$ cat config.mk
export PLATFORM = sky130hd
export DESIGN_NAME = inst_mem_arbiter_flat
export DESIGN_NICKNAME = d
export VERILOG_FILES = /design/src/rtl/inst_mem_arbiter_if.sv /design/src/rtl/inst_mem_arbiter.sv /design/src/flat_wrapper.sv
export SDC_FILE = /design/constraint.sdc
export NUM_CORES = 1
export LEC_CHECK = 0
export CAP_MARGIN = 15
export CORE_MARGIN = 5
export CORE_UTILIZATION = 35
export DETAILED_ROUTE_END_ITERATION = 7
export GPL_TIMING_DRIVEN = 1
export PLACE_DENSITY_LB_ADDON = 0.05
export SLEW_MARGIN = 40
export SYNTH_ARGS = -nofsm -noshare
export SYNTH_HDL_FRONTEND = slang
export SYNTH_SLANG_ARGS = --single-unit
export TNS_END_PERCENT = 50
$ cat constraint.sdc
create_clock -name clk -period 2.5 [get_ports clk]
set_input_delay 0.5 -clock clk [delete_from_list [all_inputs] [get_ports clk]]
set_output_delay 0.5 -clock clk [all_outputs]
set_load 0.03 [all_outputs]
$ cat src/rtl/inst_mem_arbiter_if.sv
// inst_mem_arbiter_if: IF/LS request, response and memory-side signals of the instruction memory arbiter
interface inst_mem_arbiter_if #(
  parameter int ADDR_W = 32,
  parameter int DATA_W = 32
);
  logic              if_req;
  logic [ADDR_W-1:0] if_addr;
  logic              if_flush;
  logic              if_gnt;
  logic              if_rvalid;
  logic [DATA_W-1:0] if_rdata;
  logic              if_rready;
  logic              ls_req;
  logic [ADDR_W-1:0] ls_addr;
  logic              ls_gnt;
  logic              ls_rvalid;
  logic [DATA_W-1:0] ls_rdata;
  logic              ls_err;
  logic              mem_ce;
  logic [ADDR_W-1:0] mem_addr;
  logic [DATA_W-1:0] mem_inst;
  modport slave (
    input  if_req, if_addr, if_flush, if_rready, ls_req, ls_addr, mem_inst,
    output if_gnt, if_rvalid, if_rdata, ls_gnt, ls_rvalid, ls_rdata, ls_err, mem_ce, mem_addr
  );
  modport master (
    output if_req, if_addr, if_flush, if_rready, ls_req, ls_addr, mem_inst,
    input  if_gnt, if_rvalid, if_rdata, ls_gnt, ls_rvalid, ls_rdata, ls_err, mem_ce, mem_addr
  );
endinterface

$ cat src/rtl/inst_mem_arbiter.sv
// inst_mem_arbiter: shares one combinational instruction memory between fetch (IF) and load (LS) ports with LS priority and IF starvation guard
module inst_mem_arbiter #(
  parameter int ADDR_W       = 32,
  parameter int DATA_W       = 32,
  parameter int STARVE_LIMIT = 4
) (
  input logic clk,
  input logic rst,
  inst_mem_arbiter_if.slave bus
);
  localparam logic [3:0] LIM = 4'(STARVE_LIMIT);
  logic [3:0] starve_cnt;
  logic if_elig, if_win, ls_mis, ls_rd;
  always_comb begin
    if_elig = bus.if_req & ~bus.if_flush & (~bus.if_rvalid | bus.if_rready);
    if_win = if_elig & (~bus.ls_req | (starve_cnt == LIM));
    bus.if_gnt = ~rst & if_win;
    bus.ls_gnt = ~rst & bus.ls_req & ~if_win;
    ls_mis = bus.ls_addr[1:0] != 2'b00;
    ls_rd = bus.ls_gnt & ~ls_mis;
    bus.mem_ce = bus.if_gnt | ls_rd;
    bus.mem_addr = bus.if_gnt ? bus.if_addr : ls_rd ? bus.ls_addr : {ADDR_W{1'b0}};
  end
  always_ff @(posedge clk) begin
    if (rst) begin
      starve_cnt <= 4'd0;
      bus.if_rvalid <= 1'b0;
      bus.if_rdata <= {DATA_W{1'b0}};
      bus.ls_rvalid <= 1'b0;
      bus.ls_rdata <= {DATA_W{1'b0}};
      bus.ls_err <= 1'b0;
    end else begin
      starve_cnt <= (bus.if_gnt | ~if_elig) ? 4'd0 : (bus.ls_gnt & (starve_cnt != LIM)) ? starve_cnt + 4'd1 : starve_cnt;
      bus.if_rvalid <= ~bus.if_flush & (bus.if_gnt | (bus.if_rvalid & ~bus.if_rready));
      bus.if_rdata <= bus.if_gnt ? bus.mem_inst : bus.if_rdata;
      bus.ls_rvalid <= bus.ls_gnt;
      bus.ls_rdata <= ls_rd ? bus.mem_inst : {DATA_W{1'b0}};
      bus.ls_err <= bus.ls_gnt & ls_mis;
    end
  end
endmodule

$ cat src/flat_wrapper.sv
// flat-port wrapper written by rule: the top's interface ports become plain ports
module inst_mem_arbiter_flat 
#(
  parameter int ADDR_W       = 32,
  parameter int DATA_W       = 32,
  parameter int STARVE_LIMIT = 4
)
  (clk, rst, bus_if_req, bus_if_addr, bus_if_flush, bus_if_rready, bus_ls_req, bus_ls_addr, bus_mem_inst, bus_if_gnt, bus_if_rvalid, bus_if_rdata, bus_ls_gnt, bus_ls_rvalid, bus_ls_rdata, bus_ls_err, bus_mem_ce, bus_mem_addr);
  inst_mem_arbiter_if #(.ADDR_W(ADDR_W), .DATA_W(DATA_W)) bus_i ();
  input logic clk;
  input logic rst;
  input wire logic [$bits(bus_i.if_req)-1:0] bus_if_req;
  input wire logic [$bits(bus_i.if_addr)-1:0] bus_if_addr;
  input wire logic [$bits(bus_i.if_flush)-1:0] bus_if_flush;
  input wire logic [$bits(bus_i.if_rready)-1:0] bus_if_rready;
  input wire logic [$bits(bus_i.ls_req)-1:0] bus_ls_req;
  input wire logic [$bits(bus_i.ls_addr)-1:0] bus_ls_addr;
  input wire logic [$bits(bus_i.mem_inst)-1:0] bus_mem_inst;
  output wire logic [$bits(bus_i.if_gnt)-1:0] bus_if_gnt;
  output wire logic [$bits(bus_i.if_rvalid)-1:0] bus_if_rvalid;
  output wire logic [$bits(bus_i.if_rdata)-1:0] bus_if_rdata;
  output wire logic [$bits(bus_i.ls_gnt)-1:0] bus_ls_gnt;
  output wire logic [$bits(bus_i.ls_rvalid)-1:0] bus_ls_rvalid;
  output wire logic [$bits(bus_i.ls_rdata)-1:0] bus_ls_rdata;
  output wire logic [$bits(bus_i.ls_err)-1:0] bus_ls_err;
  output wire logic [$bits(bus_i.mem_ce)-1:0] bus_mem_ce;
  output wire logic [$bits(bus_i.mem_addr)-1:0] bus_mem_addr;
  assign bus_i.if_req = bus_if_req;
  assign bus_i.if_addr = bus_if_addr;
  assign bus_i.if_flush = bus_if_flush;
  assign bus_i.if_rready = bus_if_rready;
  assign bus_i.ls_req = bus_ls_req;
  assign bus_i.ls_addr = bus_ls_addr;
  assign bus_i.mem_inst = bus_mem_inst;
  assign bus_if_gnt = bus_i.if_gnt;
  assign bus_if_rvalid = bus_i.if_rvalid;
  assign bus_if_rdata = bus_i.if_rdata;
  assign bus_ls_gnt = bus_i.ls_gnt;
  assign bus_ls_rvalid = bus_i.ls_rvalid;
  assign bus_ls_rdata = bus_i.ls_rdata;
  assign bus_ls_err = bus_i.ls_err;
  assign bus_mem_ce = bus_i.mem_ce;
  assign bus_mem_addr = bus_i.mem_addr;
  inst_mem_arbiter #(.ADDR_W(ADDR_W), .DATA_W(DATA_W), .STARVE_LIMIT(STARVE_LIMIT)) u_core (.clk(clk), .rst(rst), .bus(bus_i));
endmodule
# Word level (Yosys, flattened, before mapping)
# Cells that the tools add are included.
# totals
ff_bits	71
latch_bits	0
ram_bits	0
mem_bits_ro	0
in_bits	102
elab_cells	39
mem_count	0
# classes
n_addsub	1
mul	0
div	0
order_cmp	0
n_eq_ne	2
shift	0
mux	2
bitwise_logic	25
n_reduce_logical	3
# op_table
cell	count
2-to-1 mux 32 bit	2
AND 1 bit	11
inverter 1 bit	9
bitwise OR 1 bit	5
adder 4 x 1 -> 4 bit, second input constant	1
== test 4 x 3 -> 1 bit, second input constant	1
inequality test 4 x 3 -> 1 bit, second input constant	1
OR reduction 2 bit	2
nonzero test 2 bit	1

# Longest topological paths before layout
# logic_depth
ltp_word	9
ltp_mapped	8

# Worst setup path after synthesis
# Ideal clock, no wire load.
# synth_timing
kind	register to output
start	reg u_core.starve_cnt[0]
end	out bus_mem_addr[24]
t_arrival_ns	1.900
required_ns	2.000
setup_slack_ns	0.100
path_stages_with_launch	9
path_buffers	2
path_cell_list	dfxtp_1 > inv_1 > ha_1 > nand3b_1 > a2111o_1 > buf_6 > inv_2 > buf_2 > a22o_1
# synth_between
elab_cells_between_ends	9
cone_classes	eq/ne: 1; mux: 2; bitwise: 6
# synth_rtl
item	line	rtl
from (decl)	inst_mem_arbiter.sv:12	logic [3:0] starve_cnt;
from (signal assigned)	inst_mem_arbiter.sv:33	starve_cnt <= (bus.if_gnt | ~if_elig) ? 4'd0 : (bus.ls_gnt & (starve_cnt != LIM)) ? starve_cnt + 4'd1 : starve ...
== test 4 x 3 -> 1 bit	inst_mem_arbiter.sv:16	if_win = if_elig & (~bus.ls_req | (starve_cnt == LIM));
bitwise OR 1 bit	inst_mem_arbiter.sv:16	
AND 1 bit	inst_mem_arbiter.sv:16	
AND 1 bit	inst_mem_arbiter.sv:17	bus.if_gnt = ~rst & if_win;
named net bus_if_gnt	flat_wrapper.sv:19	output wire logic [$bits(bus_i.if_gnt)-1:0] bus_if_gnt;
2-to-1 mux 32 bit	inst_mem_arbiter.sv:22	bus.mem_addr = bus.if_gnt ? bus.if_addr : ls_rd ? bus.ls_addr : {ADDR_W{1'b0}};
to (decl)	flat_wrapper.sv:27	output wire logic [$bits(bus_i.mem_addr)-1:0] bus_mem_addr;
# The timed path passes the listed nets, and every way through them passes these cells.

# Final worst setup path
# layout_timing
start	reg u_core.starve_cnt[0]
end	out bus_mem_addr[27]
# layout_between
elab_chain_cells	8
elab_cells_between_ends	9
cone_classes	eq/ne: 1; mux: 2; bitwise: 6
# layout_rtl
item	line	rtl
== test 4 x 3 -> 1 bit (*)	inst_mem_arbiter.sv:16	
bitwise OR 1 bit (*)	inst_mem_arbiter.sv:16	
AND 1 bit (*)	inst_mem_arbiter.sv:16	
inverter 1 bit	inst_mem_arbiter.sv:18	bus.ls_gnt = ~rst & bus.ls_req & ~if_win;
AND 1 bit	inst_mem_arbiter.sv:18	
AND 1 bit	inst_mem_arbiter.sv:20	ls_rd = bus.ls_gnt & ~ls_mis;
2-to-1 mux 32 bit	inst_mem_arbiter.sv:22	
2-to-1 mux 32 bit (*)	inst_mem_arbiter.sv:22	
# Mark *: on every way between the ends. The rest lies on a longest branch, timed or not.

==> impl_metrics.xml <==
<?xml version="1.0" encoding="UTF-8"?>
<metrics>
  <group name="worst_setup_path">
    <metric name="worst-endpoint-arrival" unit="ns">2.09</metric>
    <metric name="path_class" unit="">reg -&gt; out</metric>
    <metric name="worst_setup_path_start_kind" unit="">flip-flop</metric>
    <metric name="crit_fanout" unit="">7</metric>
    <metric name="worst_ep_required_time" unit="ns">2.00</metric>
    <metric name="startpoint" unit="">u_core.starve_cnt[0]</metric>
    <metric name="critical_path.endpoint_type" unit="">output pin</metric>
    <metric name="worstReg2RegStart" unit="">u_core.starve_cnt[0]</metric>
  </group>
  <group name="logic_synthesis">
    <metric name="total_of_warnings_raised_by_yosys" unit="">0</metric>
    <metric name="synth_top_area_share" unit="%">49.9</metric>
    <metric name="post_synthesis_share_of_cell_area_spent_on_xor_and_xnor_gates" unit="%">0.307</metric>
    <metric name="flop_and_latch_count_out_of_synthesis" unit="">71</metric>
    <metric name="synth_top_family_by_area" unit="">simple AND/OR/NAND/NOR gates</metric>
    <metric name="ys_seq_area_share" unit="%">49.9</metric>
    <metric name="synth.area.top_cells" unit="">sky130_fd_sc_hd__dfxtp_1, sky130_fd_sc_hd__mux2_4, sky130_fd_sc_hd__a22o_1</metric>
    <metric name="netlist.top_cell.by_area" unit="">sky130_fd_sc_hd__dfxtp_1</metric>
    <metric name="yosys.area_share.simple" unit="%">18.0</metric>
    <metric name="synth_area" unit="mm2">0.00285</metric>
    <metric name="muxShareOfSynthArea" unit="%">16.5</metric>
    <metric name="synth.net_count" unit="">350</metric>
    <metric name="yosys.area_share.adder" unit="%">0.878</metric>
    <metric name="synthesis.instances" unit="">246</metric>
    <metric name="yosysUniqueCellTypes" unit="">26</metric>
    <metric name="synth-compound-area-share" unit="%">10.6</metric>
    <metric name="postSynthAreaPerCell" unit="um2">11.6</metric>
  </group>
  <group name="cells_and_area">
    <metric name="post-route-cell-area" unit="mm2">0.00555</metric>
    <metric name="count_of_antenna_diodes_in_the_layout" unit="">0</metric>
    <metric name="most_frequent_standard_cell_in_the_layout_excluding_fill_and_tap_cells" unit="">sky130_fd_sc_hd__clkdlybuf4s50_1</metric>
    <metric name="synthToLayoutAreaGrowth" unit="%">94.6</metric>
    <metric name="layout.cells.most_common_list" unit="">sky130_fd_sc_hd__clkdlybuf4s50_1, sky130_fd_sc_hd__dfxtp_1, sky130_fd_sc_hd__nor2b_1, sky130_fd_sc_hd__and2_1</metric>
    <metric name="layout.nets" unit="">570</metric>
    <metric name="post_route_cells_drive_above_1_share" unit="%">26.0</metric>
  </group>
  <group name="placed_design">
    <metric name="place_worst_setup_slack" unit="ns">-0.156</metric>
    <metric name="dpl-instance-area" unit="mm2">0.00503</metric>
    <metric name="place.detailed.hpwl" unit="mm">7.44</metric>
    <metric name="port_buffers" unit="">203</metric>
    <metric name="weighted_congestion_reported_at_the_end_of_routability_driven_placement" unit="">0.771</metric>
  </group>
  <group name="sta">
    <metric name="finalSetupViolations" unit="">32</metric>
    <metric name="fin_crit" unit="ns">2.59</metric>
    <metric name="fin_worst_skew" unit="ns">0.0113</metric>
    <metric name="report.final.slew_viol_count" unit="">0</metric>
    <metric name="hold_violations" unit="">0</metric>
    <metric name="worst_hold_slack" unit="ns">0.507</metric>
    <metric name="min_period_over_period" unit="%">104</metric>
    <metric name="max_freq" unit="GHz">0.386</metric>
    <metric name="rel_slew_slack" unit="%">59.8</metric>
    <metric name="setup_ws" unit="ns">-0.0897</metric>
    <metric name="grt_setup_unrepaired" unit="">true</metric>
    <metric name="tightest_slew" unit="ns">0.602</metric>
    <metric name="finalSetupTns" unit="ns">-1.65</metric>
  </group>
  <group name="cts">
    <metric name="cts_tree" unit="">built</metric>
    <metric name="cts_buffers" unit="">9</metric>
    <metric name="ctsLongestPathBuffers" unit="">2</metric>
    <metric name="cts.sink_count" unit="">71</metric>
    <metric name="cts.root.buffer_cell" unit="">sky130_fd_sc_hd__clkbuf_8</metric>
    <metric name="clkTransAtPathRegs" unit="ns">0.07</metric>
    <metric name="ctsHtreeMaxLevel" unit="">3</metric>
    <metric name="clk-insertion-delay-late" unit="ns">0.33</metric>
    <metric name="cts_hold_buf" unit="">0</metric>
  </group>
  <group name="pwr">
    <metric name="power_per_cell_area" unit="mW/mm2">439</metric>
    <metric name="power.ir.vdd_worst" unit="uV">201</metric>
    <metric name="power" unit="uW">2430</metric>
    <metric name="p_leak" unit="uW">0.00235</metric>
  </group>
  <group name="grt">
    <metric name="antenna_violations_before_repair" unit="">0</metric>
    <metric name="first_global_vias" unit="">2900</metric>
    <metric name="grt_first_pass_wirelength" unit="mm">14.8</metric>
    <metric name="global_route_usage_sum" unit="%">19.3</metric>
    <metric name="overflow" unit="">0</metric>
    <metric name="grt_start_max_net_pins" unit="">34</metric>
  </group>
  <group name="route">
    <metric name="detailroute.via_count" unit="">2677</metric>
    <metric name="post_route_antenna_net_violation_count" unit="">0</metric>
    <metric name="route.final.wire_length" unit="mm">10.1</metric>
    <metric name="drt-wirelength-per-cell" unit="um">17.6</metric>
    <metric name="drt_first_pass_iters" unit="">4</metric>
    <metric name="drt_iter0_markers" unit="">67</metric>
    <metric name="detail_route.vias_per_cell" unit="">4.66</metric>
    <metric name="drt_drc_violations_left" unit="">0</metric>
  </group>
  <group name="die">
    <metric name="die_h" unit="um">100</metric>
    <metric name="coreArea" unit="mm2">0.00809</metric>
    <metric name="floorplan.initialDensity" unit="%">35.2</metric>
    <metric name="dieArea" unit="mm2">0.0100</metric>
    <metric name="rows" unit="">33</metric>
    <metric name="die_w" unit="um">100</metric>
    <metric name="io_pins" unit="">204</metric>
  </group>
  <group name="run_status">
    <metric name="violations_in_the_final_reports" unit="">setup timing</metric>
    <metric name="status" unit="">finished, violations left</metric>
  </group>
  <group name="worst_hold_path">
    <metric name="worst_hold_path_type" unit="">in -&gt; reg</metric>
    <metric name="hold_path.startpoint" unit="">bus_if_flush</metric>
  </group>
  <group name="flow_run">
    <metric name="cap_viol_max_count" unit="">0</metric>
  </group>
</metrics>
## worst max-delay path, stage by stage (launching register included)
cell and delay (ns):
sky130_fd_sc_hd__dfxtp_2 0.32, sky130_fd_sc_hd__inv_2 0.07, sky130_fd_sc_hd__ha_4 0.13, sky130_fd_sc_hd__nand3b_1 0.11, sky130_fd_sc_hd__a2111o_2 0.48, sky130_fd_sc_hd__inv_4 0.09
sky130_fd_sc_hd__buf_12 0.12, sky130_fd_sc_hd__clkbuf_16 0.14, sky130_fd_sc_hd__a22o_1 0.16, sky130_fd_sc_hd__buf_6 0.14
## per-stage QoR
step / std cells / utilization [%]
final: 574 / 68.5
after floorplan: 246 / -
after detailed placement: 547 / 62.2
after CTS: 573 / 67.6
after global routing: 574 / 68.5
after global placement: 547 / 62.2
## power breakdown
group / leakage, uW / internal (uW) / total [uW] / switching, uW
sequential: 0.000577 / 1160 / 1170 / 11.8
combinational: 0.00169 / 305 / 520 / 215
clock: 0.0000805 / 341 / 742 / 400
## path summary, 6_finish.rpt
check	slack [ns]	depth (start not counted)	endpoint
setup / recovery	-0.09	9	bus_mem_addr[27]
hold / removal	0.51	2	u_core.bus.if_rvalid
setup reg to reg	0.56	6	u_core.bus.if_rdata[12]
hold reg to reg	0.51	2	u_core.starve_cnt[3]
## cells in the mapped netlist
cell type	instances
sky130_fd_sc_hd__dfxtp_1	71
sky130_fd_sc_hd__and2_1	34
sky130_fd_sc_hd__nor2b_1	34
sky130_fd_sc_hd__a22o_1	30
sky130_fd_sc_hd__mux2_4	29
sky130_fd_sc_hd__clkbuf_1	10
sky130_fd_sc_hd__nor2_1	6
sky130_fd_sc_hd__buf_6	4
sky130_fd_sc_hd__buf_2	3
sky130_fd_sc_hd__inv_1	3
sky130_fd_sc_hd__mux2_2	3
sky130_fd_sc_hd__nand2b_1	3
sky130_fd_sc_hd__ha_1	2
sky130_fd_sc_hd__nor3_1	2
sky130_fd_sc_hd__a2111o_1	1
sky130_fd_sc_hd__a21oi_1	1
sky130_fd_sc_hd__inv_2	1
sky130_fd_sc_hd__nand3_1	1
sky130_fd_sc_hd__nand3b_1	1
sky130_fd_sc_hd__nand4b_1	1
sky130_fd_sc_hd__o21ai_0	1
sky130_fd_sc_hd__o311a_1	1
sky130_fd_sc_hd__o31ai_1	1
sky130_fd_sc_hd__or2_2	1
sky130_fd_sc_hd__or4_1	1
sky130_fd_sc_hd__xnor2_1	1
## cell families (layout without fill, tap and decap cells)
| family | count (synthesis) | in the layout |
|---|---|---|
| AOI/OAI and AO/OA | 35 | 35 |
| xor gates and xnor gates | 1 | 1 |
| buffers and inverters | 21 | 244 |
| adders and majority gates | 2 | 2 |
| DFF | 71 | 71 |
| and+or+nand+nor | 84 | 84 |
| muxes | 32 | 32 |
## routing by layer
metal | track usage (%) | wire length [um] | up-vias
met5 | 0 | 0 | -
met4 | 9.95 | 281 | 0
met3 | 8.34 | 1100 | 21
met2 | 35.4 | 5310 | 132
met1 | 18.0 | 3410 | 1249
li1 | - | - | 1275
## registers in the layout, summed over array words and instances, names as in the netlist
register	count
u_core.bus.if_rdata	32
u_core.starve_cnt	4
u_core.bus.ls_err	1
u_core.bus.ls_rdata	32
u_core.bus.ls_rvalid	1
u_core.bus.if_rvalid	1
## repair_timing
| action | in CTS | in global routing |
|---|---|---|
| resized for setup | 43 | 9 |
| setup endpoints to repair | 34 | 34 |
| setup buffers | 9 | 0 |
| pin swaps | 20 | 13 |
| gates cloned | 3 | 1 |
## layout make-up
cell class	count	area, um2
Fill cell	634	2550
Timing Repair Buffer	226	2420
Sequential cell	71	1420
Multi-Input combinational cell	154	1400
Tap cell	105	131
Clock buffer	9	124
Clock inverter	5	27.5
Inverter	4	17.5
Power figures use the tool's default switching activity.
